**src/rtl/matrix_ram_reader.sv**
```systemverilog
// Read sequencer for the distributed matrix RAM: walks a tile row- or column-major,
// hides the RAM read latency and streams the words out through a credit-guarded FIFO.
module matrix_ram_reader #(
   parameter int DATA_WIDTH = 64,
   parameter int ADNW       = 6,
   parameter int DIMW       = 6,
   parameter int RD_LAT     = 2,
   parameter int FIFO_DEPTH = 4
) (
   input  logic                  clk,
   input  logic                  rst,
   input  logic                  start,
   input  logic                  transpose,
   input  logic [ADNW-1:0]       base_addr,
   input  logic [DIMW-1:0]       num_rows,
   input  logic [DIMW-1:0]       num_cols,
   output logic [ADNW-1:0]       ram_addrb,
   input  logic [DATA_WIDTH-1:0] ram_doutb,
   output logic                  m_valid,
   input  logic                  m_ready,
   output logic [DATA_WIDTH-1:0] m_data,
   output logic                  m_last,
   output logic                  busy,
   output logic                  done
);

   localparam int PW = $clog2(FIFO_DEPTH);
   localparam int CW = $clog2(FIFO_DEPTH + RD_LAT) + 1;
   localparam logic [DIMW-1:0] ONE = 1;

   localparam logic [1:0] S_IDLE  = 2'd0;
   localparam logic [1:0] S_ISSUE = 2'd1;
   localparam logic [1:0] S_DRAIN = 2'd2;
   localparam logic [1:0] S_DONE  = 2'd3;

   logic [1:0]            state_q, state_d;
   logic                  transpose_q, transpose_d;
   logic [ADNW-1:0]       base_q, base_d;
   logic [DIMW-1:0]       rows_q, rows_d;
   logic [DIMW-1:0]       cols_q, cols_d;
   logic [DIMW-1:0]       r_q, r_d;
   logic [DIMW-1:0]       c_q, c_d;
   logic [ADNW-1:0]       addr_q, addr_d;
   logic [RD_LAT-1:0]     pipe_vld_q, pipe_vld_d;
   logic [RD_LAT-1:0]     pipe_last_q, pipe_last_d;
   logic [PW-1:0]         wr_ptr_q, wr_ptr_d;
   logic [PW-1:0]         rd_ptr_q, rd_ptr_d;
   logic [PW:0]           count_q, count_d;
   logic [DATA_WIDTH-1:0] fifo_data_q [FIFO_DEPTH];
   logic [FIFO_DEPTH-1:0] fifo_last_q;

   logic                  accept, in_idle, dims_zero, credit_ok, issue_fire, is_last;
   logic                  push, pop;
   logic                  cur_tr;
   logic [ADNW-1:0]       cur_base, cur_addr;
   logic [DIMW-1:0]       cur_rows, cur_cols, cur_r, cur_c, nxt_r, nxt_c;
   logic [2*DIMW-1:0]     prod;
   logic [CW-1:0]         inflight, occupancy;

   // The accept cycle itself issues element 0 from the raw inputs, so the walk
   // coordinates are muxed between the live inputs (IDLE) and the captured config.
   always_comb begin
      in_idle   = (state_q == S_IDLE);
      accept    = in_idle && start && !rst;
      dims_zero = (num_rows == '0) || (num_cols == '0);
      cur_tr    = in_idle ? transpose : transpose_q;
      cur_base  = in_idle ? base_addr : base_q;
      cur_rows  = in_idle ? num_rows  : rows_q;
      cur_cols  = in_idle ? num_cols  : cols_q;
      cur_r     = in_idle ? '0        : r_q;
      cur_c     = in_idle ? '0        : c_q;

      prod      = {{DIMW{1'b0}}, cur_r} * {{DIMW{1'b0}}, cur_cols};
      cur_addr  = cur_base + ADNW'(prod + {{DIMW{1'b0}}, cur_c});
      is_last   = (cur_r == cur_rows - ONE) && (cur_c == cur_cols - ONE);

      nxt_r = cur_r;
      nxt_c = cur_c;
      if (!cur_tr) begin
         if (cur_c == cur_cols - ONE) begin
            nxt_c = '0;
            nxt_r = cur_r + ONE;
         end else begin
            nxt_c = cur_c + ONE;
         end
      end else begin
         if (cur_r == cur_rows - ONE) begin
            nxt_r = '0;
            nxt_c = cur_c + ONE;
         end else begin
            nxt_r = cur_r + ONE;
         end
      end
   end

   // Reads still in the RAM pipe already own a FIFO slot; issue only when one is left.
   always_comb begin
      inflight = '0;
      for (int i = 0; i < RD_LAT; i++) begin
         inflight = inflight + CW'(pipe_vld_q[i]);
      end
      occupancy  = CW'(count_q) + inflight;
      credit_ok  = occupancy < CW'(FIFO_DEPTH);
      issue_fire = credit_ok && ((state_q == S_ISSUE) || (accept && !dims_zero));
   end

   always_comb begin
      m_valid   = (count_q != '0);
      m_data    = fifo_data_q[rd_ptr_q];
      m_last    = m_valid && fifo_last_q[rd_ptr_q];
      push      = pipe_vld_q[RD_LAT-1];
      pop       = m_valid && m_ready;
      ram_addrb = issue_fire ? cur_addr : addr_q;
      busy      = !in_idle || accept;
      done      = (state_q == S_DONE);
   end

   always_comb begin
      state_d     = state_q;
      transpose_d = transpose_q;
      base_d      = base_q;
      rows_d      = rows_q;
      cols_d      = cols_q;
      r_d         = r_q;
      c_d         = c_q;
      addr_d      = ram_addrb;
      pipe_vld_d  = {pipe_vld_q[RD_LAT-2:0], issue_fire};
      pipe_last_d = {pipe_last_q[RD_LAT-2:0], issue_fire && is_last};
      wr_ptr_d    = wr_ptr_q + PW'(push);
      rd_ptr_d    = rd_ptr_q + PW'(pop);
      count_d     = count_q + (PW+1)'(push) - (PW+1)'(pop);

      case (state_q)
         S_IDLE: begin
            if (accept) begin
               transpose_d = transpose;
               base_d      = base_addr;
               rows_d      = num_rows;
               cols_d      = num_cols;
               r_d         = '0;
               c_d         = '0;
               if (dims_zero) begin
                  state_d = S_DONE;
               end else if (issue_fire) begin
                  r_d     = nxt_r;
                  c_d     = nxt_c;
                  state_d = is_last ? S_DRAIN : S_ISSUE;
               end else begin
                  state_d = S_ISSUE;
               end
            end
         end
         S_ISSUE: begin
            if (issue_fire) begin
               if (is_last) begin
                  state_d = S_DRAIN;
               end else begin
                  r_d = nxt_r;
                  c_d = nxt_c;
               end
            end
         end
         S_DRAIN: begin
            if (pop && m_last) begin
               state_d = S_DONE;
            end
         end
         S_DONE: begin
            state_d = S_IDLE;
         end
         default: begin
            state_d = S_IDLE;
         end
      endcase
   end

   always_ff @(posedge clk) begin
      if (rst) begin
         state_q     <= S_IDLE;
         transpose_q <= 1'b0;
         base_q      <= '0;
         rows_q      <= '0;
         cols_q      <= '0;
         r_q         <= '0;
         c_q         <= '0;
         addr_q      <= '0;
         pipe_vld_q  <= '0;
         pipe_last_q <= '0;
         wr_ptr_q    <= '0;
         rd_ptr_q    <= '0;
         count_q     <= '0;
      end else begin
         state_q     <= state_d;
         transpose_q <= transpose_d;
         base_q      <= base_d;
         rows_q      <= rows_d;
         cols_q      <= cols_d;
         r_q         <= r_d;
         c_q         <= c_d;
         addr_q      <= addr_d;
         pipe_vld_q  <= pipe_vld_d;
         pipe_last_q <= pipe_last_d;
         wr_ptr_q    <= wr_ptr_d;
         rd_ptr_q    <= rd_ptr_d;
         count_q     <= count_d;
      end
   end

   // Storage needs no reset: the cleared pointers and count make stale entries unreachable.
   always_ff @(posedge clk) begin
      if (push) begin
         fifo_data_q[wr_ptr_q] <= ram_doutb;
         fifo_last_q[wr_ptr_q] <= pipe_last_q[RD_LAT-1];
      end
   end

endmodule

```
**config.mk**
```make
export PLATFORM = sky130hd
export DESIGN_NAME = matrix_ram_reader
export DESIGN_NICKNAME = d
export VERILOG_FILES = /design/src/rtl/matrix_ram_reader.sv
export SDC_FILE = /design/constraint.sdc
export NUM_CORES = 1
export LEC_CHECK = 0
export ABC_CLOCK_PERIOD_IN_PS = 8000
export CORE_MARGIN = 8
export CORE_UTILIZATION = 56
export DETAILED_ROUTE_END_ITERATION = 8
export HOLD_SLACK_MARGIN = 0.1
export MAX_ROUTING_LAYER = met4
export PLACE_DENSITY = 0.92
export SLEW_MARGIN = 20
export SYNTH_ARGS = -nofsm -noshare
export SYNTH_HDL_FRONTEND = slang
export SYNTH_SLANG_ARGS = --single-unit
export TNS_END_PERCENT = 100
```
**constraint.sdc**
```tcl
create_clock -name clk -period 8 [get_ports clk]
set_clock_uncertainty 0.15 [all_clocks]
set_input_delay 2.4 -clock clk [delete_from_list [all_inputs] [get_ports clk]]
set_output_delay 2.4 -clock clk [all_outputs]
set_load 0.01 [all_outputs]
```
* After elaboration in Yosys (flattened, before gate mapping) *
Memory sizes are Yosys's and may differ from the RTL's. A register that Yosys moved wholly into a read port is not among the register bits.
Cells that the tools add are included.
W data, S select, Z words.

storage, ports and cells
  flip-flop bits (word level) = 54
  memory bits (writable) = 256
  input port bits = 87
  memories kept = 1

memories
  name         words  width  rd ports  clocked after Yosys merged registers in  write ports  line  text
  fifo_data_q  4      64     1         1                                        1            49    logic [DATA_WIDTH-1:0] fifo_data_q [FIFO_DEPTH];

cells by class
  add/subtract/negate cells = 12
  $mul = 1
  order comparisons = 4
  equal/unequal tests = 10
  muxes and demuxes = 41
  reduce and logical (&&, ||, !) cells = 24

operator list
  cell                   count
  $mux W6                22
  $pmux W6 S2            2
  $mux W2                8
  $add A6 B1 Y6 const B  2
  $add A6 B6 Y6          2
  $eq A6 B6 Y1           2
  $logic_not A6 Y1       2
  $sub A6 B1 Y6 const B  2
  $logic_and A1 B1 Y1    10
  $ne A2 B2 Y1 const B   5
  $pmux W2 S4            1
  $reduce_and A4 Y1      2
  $lt A2 B3 Y1 const B   2
  $mul A6 B6 Y6          1
  $mux W1                5
  $add A2 B1 Y2          2
  $add A3 B2 Y4          1
  $bwmux W4              1
  $eq A2 B2 Y1 const B   2
  $lt A4 B3 Y1 const B   1
  $add A3 B1 Y3          1
  $logic_not A1 Y1       3
  $logic_or A1 B1 Y1     3
  $reduce_bool A3 Y1     1
  9 further kinds        9

* Logic depth before layout (Yosys ltp) *
Gate-level depths: netlist of run 1.

  word-level depth = 10
  gate-level depth with buffers = 25

* Worst setup path after synthesis of run 1 *
No wires, ideal clock.

  path type = input -> output
  start = input port base_addr[4]
  end = output port ram_addrb[5]
  arrival = 5231 ps
  data required time = 5450 ps
  path slack = 219 ps
  stages on the path = 13
  buffers on the path = 0
  cells stage by stage = mux2i_1 -> fa_1 -> inv_1 -> fa_1 -> inv_1 -> fa_1 -> inv_1 -> ha_1 -> a21oi_1 -> xor2_1 -> xnor2_1 -> xnor2_1 -> o21ai_0

between the ends
  longest elaborated chain between the ends = 3

ends and longest elaborated chain
  element        line  text
  from (decl)    14    input logic [ADNW-1:0] base_addr,
  $mux W6        67    cur_base = in_idle ? base_addr : base_q;
  $add A6 B6 Y6  74    cur_addr = cur_base + ADNW'(prod + {{DIMW{1'b0}}, cur_c});
  $mux W6        113   ram_addrb = issue_fire ? cur_addr : addr_q;
  to (decl)      17    output logic [ADNW-1:0] ram_addrb,

Every way passes these cells.

* Final worst setup path of run 1 *
  start = input port base_addr[2]
  end = output port ram_addrb[5]

The elaborated chain is that of the path after synthesis.

==> results.cfg, run 1 <==
[status]
status = finished, final reports clean

[power]
ir_drop_mv = 0.177
totalPowerFinal_mw = 4.56
power_per_cell_area_nw_per_um2 = 282
total_leakage_power_nw = 5.48

[drt]
vias = 7586
antenna_left = 0
drt-pass1-iter-count = 5
drc = 0
post_drt_wl_per_cell_um = 21.4
first_iter_violations = 725
via_per_inst = 5.76
wl_um = 28200

[critical_path]
arrival_ps = 5280
critPathKind = input pin to primary output
crit_path_end_kind = primary output
r2r_start = state_q[0]
crit_path_start = base_addr[2]
required_ps = 5450
critPathLaunchType = input pin
cp_max_fo = 2

[global_routing]
grt_pass1_wl_um = 43600
grt_usage = 0.200
grt_pass1_vias = 7731
grt_max_degree = 66
gr-total-overflow = 0
antenna_found_initial = 1

[floorplan]
die-area_um2 = 28600
num_rows = 56
die_width_um = 169
initial_utilization = 0.565
die_y_um = 169
fp.coreArea_um2 = 23300
ios = 161

[hold_path]
min_from = pipe_last_q[0]
hold_class = flip-flop to flip-flop

[clocking]
htree_num_levels = 1
cts_sinks = 310
clk_latency_ps = 530
cts_tree = yes
cts-root-buf = clkbuf_16
numCtsBuffers = 31
cts_buffer_depth = 3
clk_pin_slew_ps = 60

[logic_synthesis]
synth_top_cell_area_share = 0.594
synth_fp_nets = 926
ys_types = 60
synth-main-ff-cell = edfxtp_1
yosysSeqAreaShare = 0.670
synth-edff-count = 260
synthCells = 799
ys_ff_latch = 310
synthesis.area_um2 = 13100
synth.largest_area_cell = edfxtp_1
synth_area_per_cell_um2 = 16.5
synth-warning-count = 0
synth_top_cells_by_area = edfxtp_1 59%, mux4_2 11%, dfxtp_1 7.6%, ha_1 2.6%, nand2_1 2.0%
async_reset_ff_frac = 0

[placed_design]
port_buffers = 160
dpl_cell_area_um2 = 15200
dp_hpwl_um = 17800
gp_congestion = 0.909

[timing]
finalCritPeriodShare = 0.979
post-route-min-period_ps = 7830
final_max_slew_viol_count = 0
final_hold_viol_count = 0
max_slew.worst_pin.slew_ps = 991
fmax_mhz = 128
timing.slew.headroom = 0.339
setup_violations = 0

[run]
drv_cap = 0

[final_layout]
final_cell_area_um2 = 16200
nets = 1101
multiInputGateArea_um2 = 4200
fillCellCount = 1491
seq_area_um2 = 8810
syn2layout_area_growth_pct = 23.2
drive_gt1_frac = 0.166
## Yosys cell counts, types with 6 or more instances
master	count
a21oi_1	11
buf_1	15
nor2b_1	22
mux4_2	65
nor2_1	22
nor3_1	11
nand2_1	70
mux2_2	7
edfxtp_1	260
xor2_1	11
o211ai_1	6
xnor2_1	27
ha_1	27
mux2i_1	9
inv_1	29
nand3b_1	22
fa_1	13
dfxtp_1	50
and2_1	13
clkbuf_1	20
a22o_1	6
nand2b_1	6
o21ai_0	14
## sequential cells by signal, indices dropped and copies added, names as in the netlist, 3 cells and up
signal	flops
addr_q	6
base_q	6
c_q	6
cols_q	6
count_q	3
fifo_data_q	256
fifo_last_q	4
r_q	6
rows_q	6
## final timing paths
| kind | to | slack (ps) | cells after the start |
|---|---|---|---|
| setup reg to reg | addr_q[5] | 3360 | 20 |
| hold / removal | pipe_last_q[1] | 290 | 1 |
| hold reg to reg | pipe_last_q[1] | 290 | 1 |
| setup / recovery | ram_addrb[5] | 170 | 16 |
## power by group
part	total, mW	switching, mW	internal (mW)
Sequential	1.96	0.121	1.84
Clock	1.34	0.569	0.773
Combinational	1.26	0.562	0.701
## metal layers
metal / GRT usage / vias up / share of wire
li1: - / 3408 / -
met1: 0.266 / 3808 / 0.41
met2: 0.325 / 336 / 0.49
met3: 0.0381 / 34 / 0.084
met4: 0.0327 / 0 / 0.010
met5: - / - / 0
## final cells by class
cell class / count / area share
well taps: 319 / 0.0246
diodes: 1 / 0.000154
clock inverters: 19 / 0.00911
repair buffers: 178 / 0.107
inverters: 29 / 0.00672
multi-input cells: 424 / 0.259
clock buffers: 38 / 0.0495
flip-flops and latches: 310 / 0.544
## kinds of logic after synthesis
kind of cell | synth area share
buffers and inverters | 0.0188
muxes | 0.124
AOI/OAI and AO/OA | 0.0389
adders and majority gates | 0.0455
DFF | 0.670
and+or+nand+nor | 0.0774
xor gates and xnor gates | 0.0253
## critical path, cell delays in order
cell	delay, ps
clkbuf_2	100
mux2i_2	70
fa_1	510
inv_1	40
ha_1	260
inv_1	50
fa_1	440
inv_1	120
ha_4	210
a21o_1	180
a21oi_2	140
xor2_1	200
xnor2_1	160
xnor2_1	90
o21ai_1	150
buf_2	160
## repair_timing
item / in CTS / in global routing
endpoints found under the hold margin: 0 / 0
resized for setup: 26 / 10
setup buffers: 0 / 1
endpoints found under the setup margin: 4 / 3
pin swaps: 12 / 10
hold buffers: 0 / 0
## cells in the final DEF (no fill, tap or decap), drive strengths merged, types with 3 or more instances in the layout
| master | Yosys | final |
|---|---|---|
| a21oi | 12 | 12 |
| clkbuf | 20 | 39 |
| nand2b | 6 | 6 |
| inv | 29 | 29 |
| a31oi | 3 | 3 |
| xnor2 | 27 | 27 |
| clkinv | 0 | 13 |
| clkdlybuf4s50 | 0 | 153 |
| ha | 27 | 27 |
| nor3b | 5 | 5 |
| nor2b | 22 | 22 |
| fa | 13 | 13 |
| o2bb2ai | 3 | 3 |
| nor2 | 22 | 22 |
| nor3 | 12 | 12 |
| nand3b | 22 | 22 |
| o21ai | 16 | 16 |
| buf | 16 | 21 |
| edfxtp | 260 | 260 |
| nand2 | 70 | 70 |
| and3 | 4 | 4 |
| mux4 | 65 | 65 |
| o211ai | 6 | 6 |
| clkinvlp | 0 | 4 |
| a22o | 6 | 6 |
| xor2 | 11 | 11 |
| mux2 | 7 | 7 |
| or2 | 3 | 3 |
| or3 | 4 | 4 |
| dfxtp | 50 | 50 |
| mux2i | 9 | 9 |
| nand3 | 5 | 5 |
| and2 | 13 | 13 |
## per-stage QoR
stage / TNS (ps) / worst slack (ps) / cells / util / hold slack [ps]
after detailed placement: -1880 / -885 / 1259 / 0.652 / 277
after floorplan: 0 / 219 / 799 / - / 264
final: 0 / 167 / 1318 / 0.696 / 290
after CTS: 0 / 3.38 / 1316 / 0.694 / 294
after global placement: -1700 / -793 / 1259 / 0.652 / 274
after global routing: -0.975 / -0.975 / 1318 / 0.696 / 324
No activity file was read; power rests on OpenSTA's default activity.
==> run 2, diff against run 1 <==
--- a/config.mk
+++ b/config.mk
@@ -5,7 +5,7 @@
 export SDC_FILE = /design/constraint.sdc
 export NUM_CORES = 1
 export LEC_CHECK = 0
-export ABC_CLOCK_PERIOD_IN_PS = 8000
+export ABC_CLOCK_PERIOD_IN_PS = 9000
 export CORE_MARGIN = 8
 export CORE_UTILIZATION = 56
 export DETAILED_ROUTE_END_ITERATION = 8
==> constraint.sdc (replaced) <==
create_clock -name clk -period 9 [get_ports clk]
set_clock_uncertainty 0.15 [all_clocks]
set_input_delay 2.7 -clock clk [delete_from_list [all_inputs] [get_ports clk]]
set_output_delay 2.7 -clock clk [all_outputs]
set_load 0.01 [all_outputs]
==> run 2 against run 1 <==
- clock power is 7% lower
- critical path depth is 1 lower
- sequential power is 12% lower
- die area stayed put
- non-clock buffer count is 2 lower
- combinational power is 11% lower
- critical endpoint unchanged
- highest routed layer unchanged
==> results.cfg, run 2 (synthesis gave the netlist of run 1 again) <==
[final_layout]
largest_reg_flops = 256
drive_gt1_frac = 0.158
syn2layout_area_growth_pct = 23.1
nets = 1098
regMostFlops = fifo_data_q
layout_commonest_cell = edfxtp_1
final_cell_mix = 260 x edfxtp_1, 154 x clkdlybuf4s50_1, 70 x nand2_1
fillCellCount = 1501

[clocking]
numCtsBuffers = 30
cts_buffer_depth = 3
cts_sinks = 310
clk_pin_slew_ps = 60
cts_tree = yes
htree_num_levels = 1
clk_latency_ps = 540
cts-root-buf = clkbuf_16

[timing]
timing.slew.headroom = 0.356
final_max_slew_viol_count = 0
final_hold_viol_count = 0
tns_ps = 0
setup_violations = 0
max_slew.worst_pin.slew_ps = 966
finalCritPeriodShare = 0.954
fmax_mhz = 117
post-route-min-period_ps = 8580
rsz0062_at_grt = no

[placed_design]
port_buffers = 160
gp_congestion = 0.887
dp_hpwl_um = 18400

[global_routing]
gr-total-overflow = 0
antenna_found_initial = 1
grt_pass1_vias = 7722
grt_usage = 0.199
grt_max_degree = 66
grt_pass1_wl_um = 43500

[floorplan]
ios = 161
die-area_um2 = 28600
die_y_um = 169
die_width_um = 169
fp.coreArea_um2 = 23300
num_rows = 56
initial_utilization = 0.565

[critical_path]
arrival_ps = 5730
cp_slowest_cell = fa_1
critPathKind = input pin to primary output
cpMostUsedCell = fa_1
required_ps = 6150
cp_max_fo = 2
cp_num_buf_inv = 5
cp_top_family = adder cells
crit_path_end_kind = primary output
cp_slowest_stage_delay_ps = 520
critPathLaunchType = input pin
crit_path_cell_trace = dlymetal6s2s_1 -> mux2i_1 -> fa_1 -> inv_1 -> fa_1 -> inv_2 -> fa_1 -> inv_2 -> ha_4 -> a21oi_2 -> xor2_1 -> xnor2_1 -> xnor2_1 -> o21ai_1 -> buf_2

[hold_path]
hold_class = flip-flop to flip-flop

[drt]
drt-pass1-iter-count = 7
via_per_inst = 5.74
first_iter_violations = 563
drc = 0
antenna_left = 0
wl_um = 28200
vias = 7542
post_drt_wl_per_cell_um = 21.5

[power]
switching_power_mw = 1.12
swShare = 0.272
power.share.combinational = 0.273
power_frac_seq = 0.422
totalPowerFinal_mw = 4.11
pwr-share-clk = 0.305
p_int_mw = 2.99
ir_drop_mv = 0.131
total_leakage_power_nw = 5.54
power_per_cell_area_nw_per_um2 = 254

[run]
drv_cap = 0

[status]
status = finished, final reports clean
==> run 2: changes by cell type in the layout (fill, tap and decap cells not counted), moves of 2 or more <==
cell | previous run | this run
mux2i_1 | 6 | 8
inv_1 | 24 | 27
ha_4 | 5 | 1
buf_6 | 2 | 0
inv_2 | 5 | 2
mux2i_2 | 3 | 1
clkinv_2 | 5 | 7
bufinv_16 | 2 | 4
ha_1 | 21 | 25
buf_4 | 18 | 16
clkbuf_1 | 7 | 2
dlymetal6s2s_1 | 1 | 3
==> run 2: path summary, 6_finish.rpt <==
kind	startpoint	slack, ps	endpoint	depth (start not counted)
hold reg to reg	pipe_last_q[0]	290	pipe_last_q[1]	1
setup / recovery	base_addr[4]	420	ram_addrb[5]	15
setup reg to reg	state_q[0]	3990	addr_q[5]	20
hold / removal	pipe_last_q[0]	290	pipe_last_q[1]	1
==> run 2: timing repair <==
item / 4_1_cts / 5_1_grt
endpoints found under the setup margin: 3 / 1
hold buffers: 0 / 0
resized for setup: 8 / 8
buffers inserted: 0 / 1
endpoints found under the hold margin: 0 / 0
pin swaps: 0 / 8
==> run 2: power groups by stage <==
stage | Clock (mW) | Combinational (mW) | Sequential, mW
6_report | 1.25 | 1.12 | 1.73
5_1_grt | 1.33 | 1.20 | 1.75
4_1_cts | 1.28 | 1.12 | 1.74
3_5_place_dp | 0 | 1.12 | 1.77
3_3_place_gp | 0 | 1.10 | 1.76
2_1_floorplan | 0 | 0.710 | 1.69
==> run 2: metrics by stage <==
stage | instances | worst slack, ps | util | hold slack (ps) | instance area [um^2]
finish | 1315 | 418 | 0.696 | 291 | 16200
global route | 1315 | 223 | 0.696 | 321 | 16200
CTS | 1313 | 28.3 | 0.694 | 293 | 16200
detailed placement | 1257 | -427 | 0.651 | 280 | 15200
global placement | 1257 | -401 | 0.651 | 272 | 15200
floorplan | 799 | 619 | - | 264 | 13100
==> run 2: layout make-up <==
| class | instances | area (um^2) | area share |
|---|---|---|---|
| multi-input cells | 424 | 4140 | 0.256 |
| clock inverters | 23 | 221 | 0.0137 |
| flip-flops and latches | 310 | 8810 | 0.544 |
| repair buffers | 176 | 1720 | 0.106 |
| diodes | 1 | 2.50 | 0.000155 |
| clock buffers | 33 | 783 | 0.0484 |
| inverters | 29 | 109 | 0.00672 |
| well taps | 319 | 399 | 0.0247 |
==> run 2: per-layer routing <==
metal	track usage	up-vias	wire length, um
li1	-	3414	-
met1	0.258	3817	11600
met2	0.331	279	14200
met3	0.0354	32	2070
met4	0.0346	0	376
met5	-	-	0
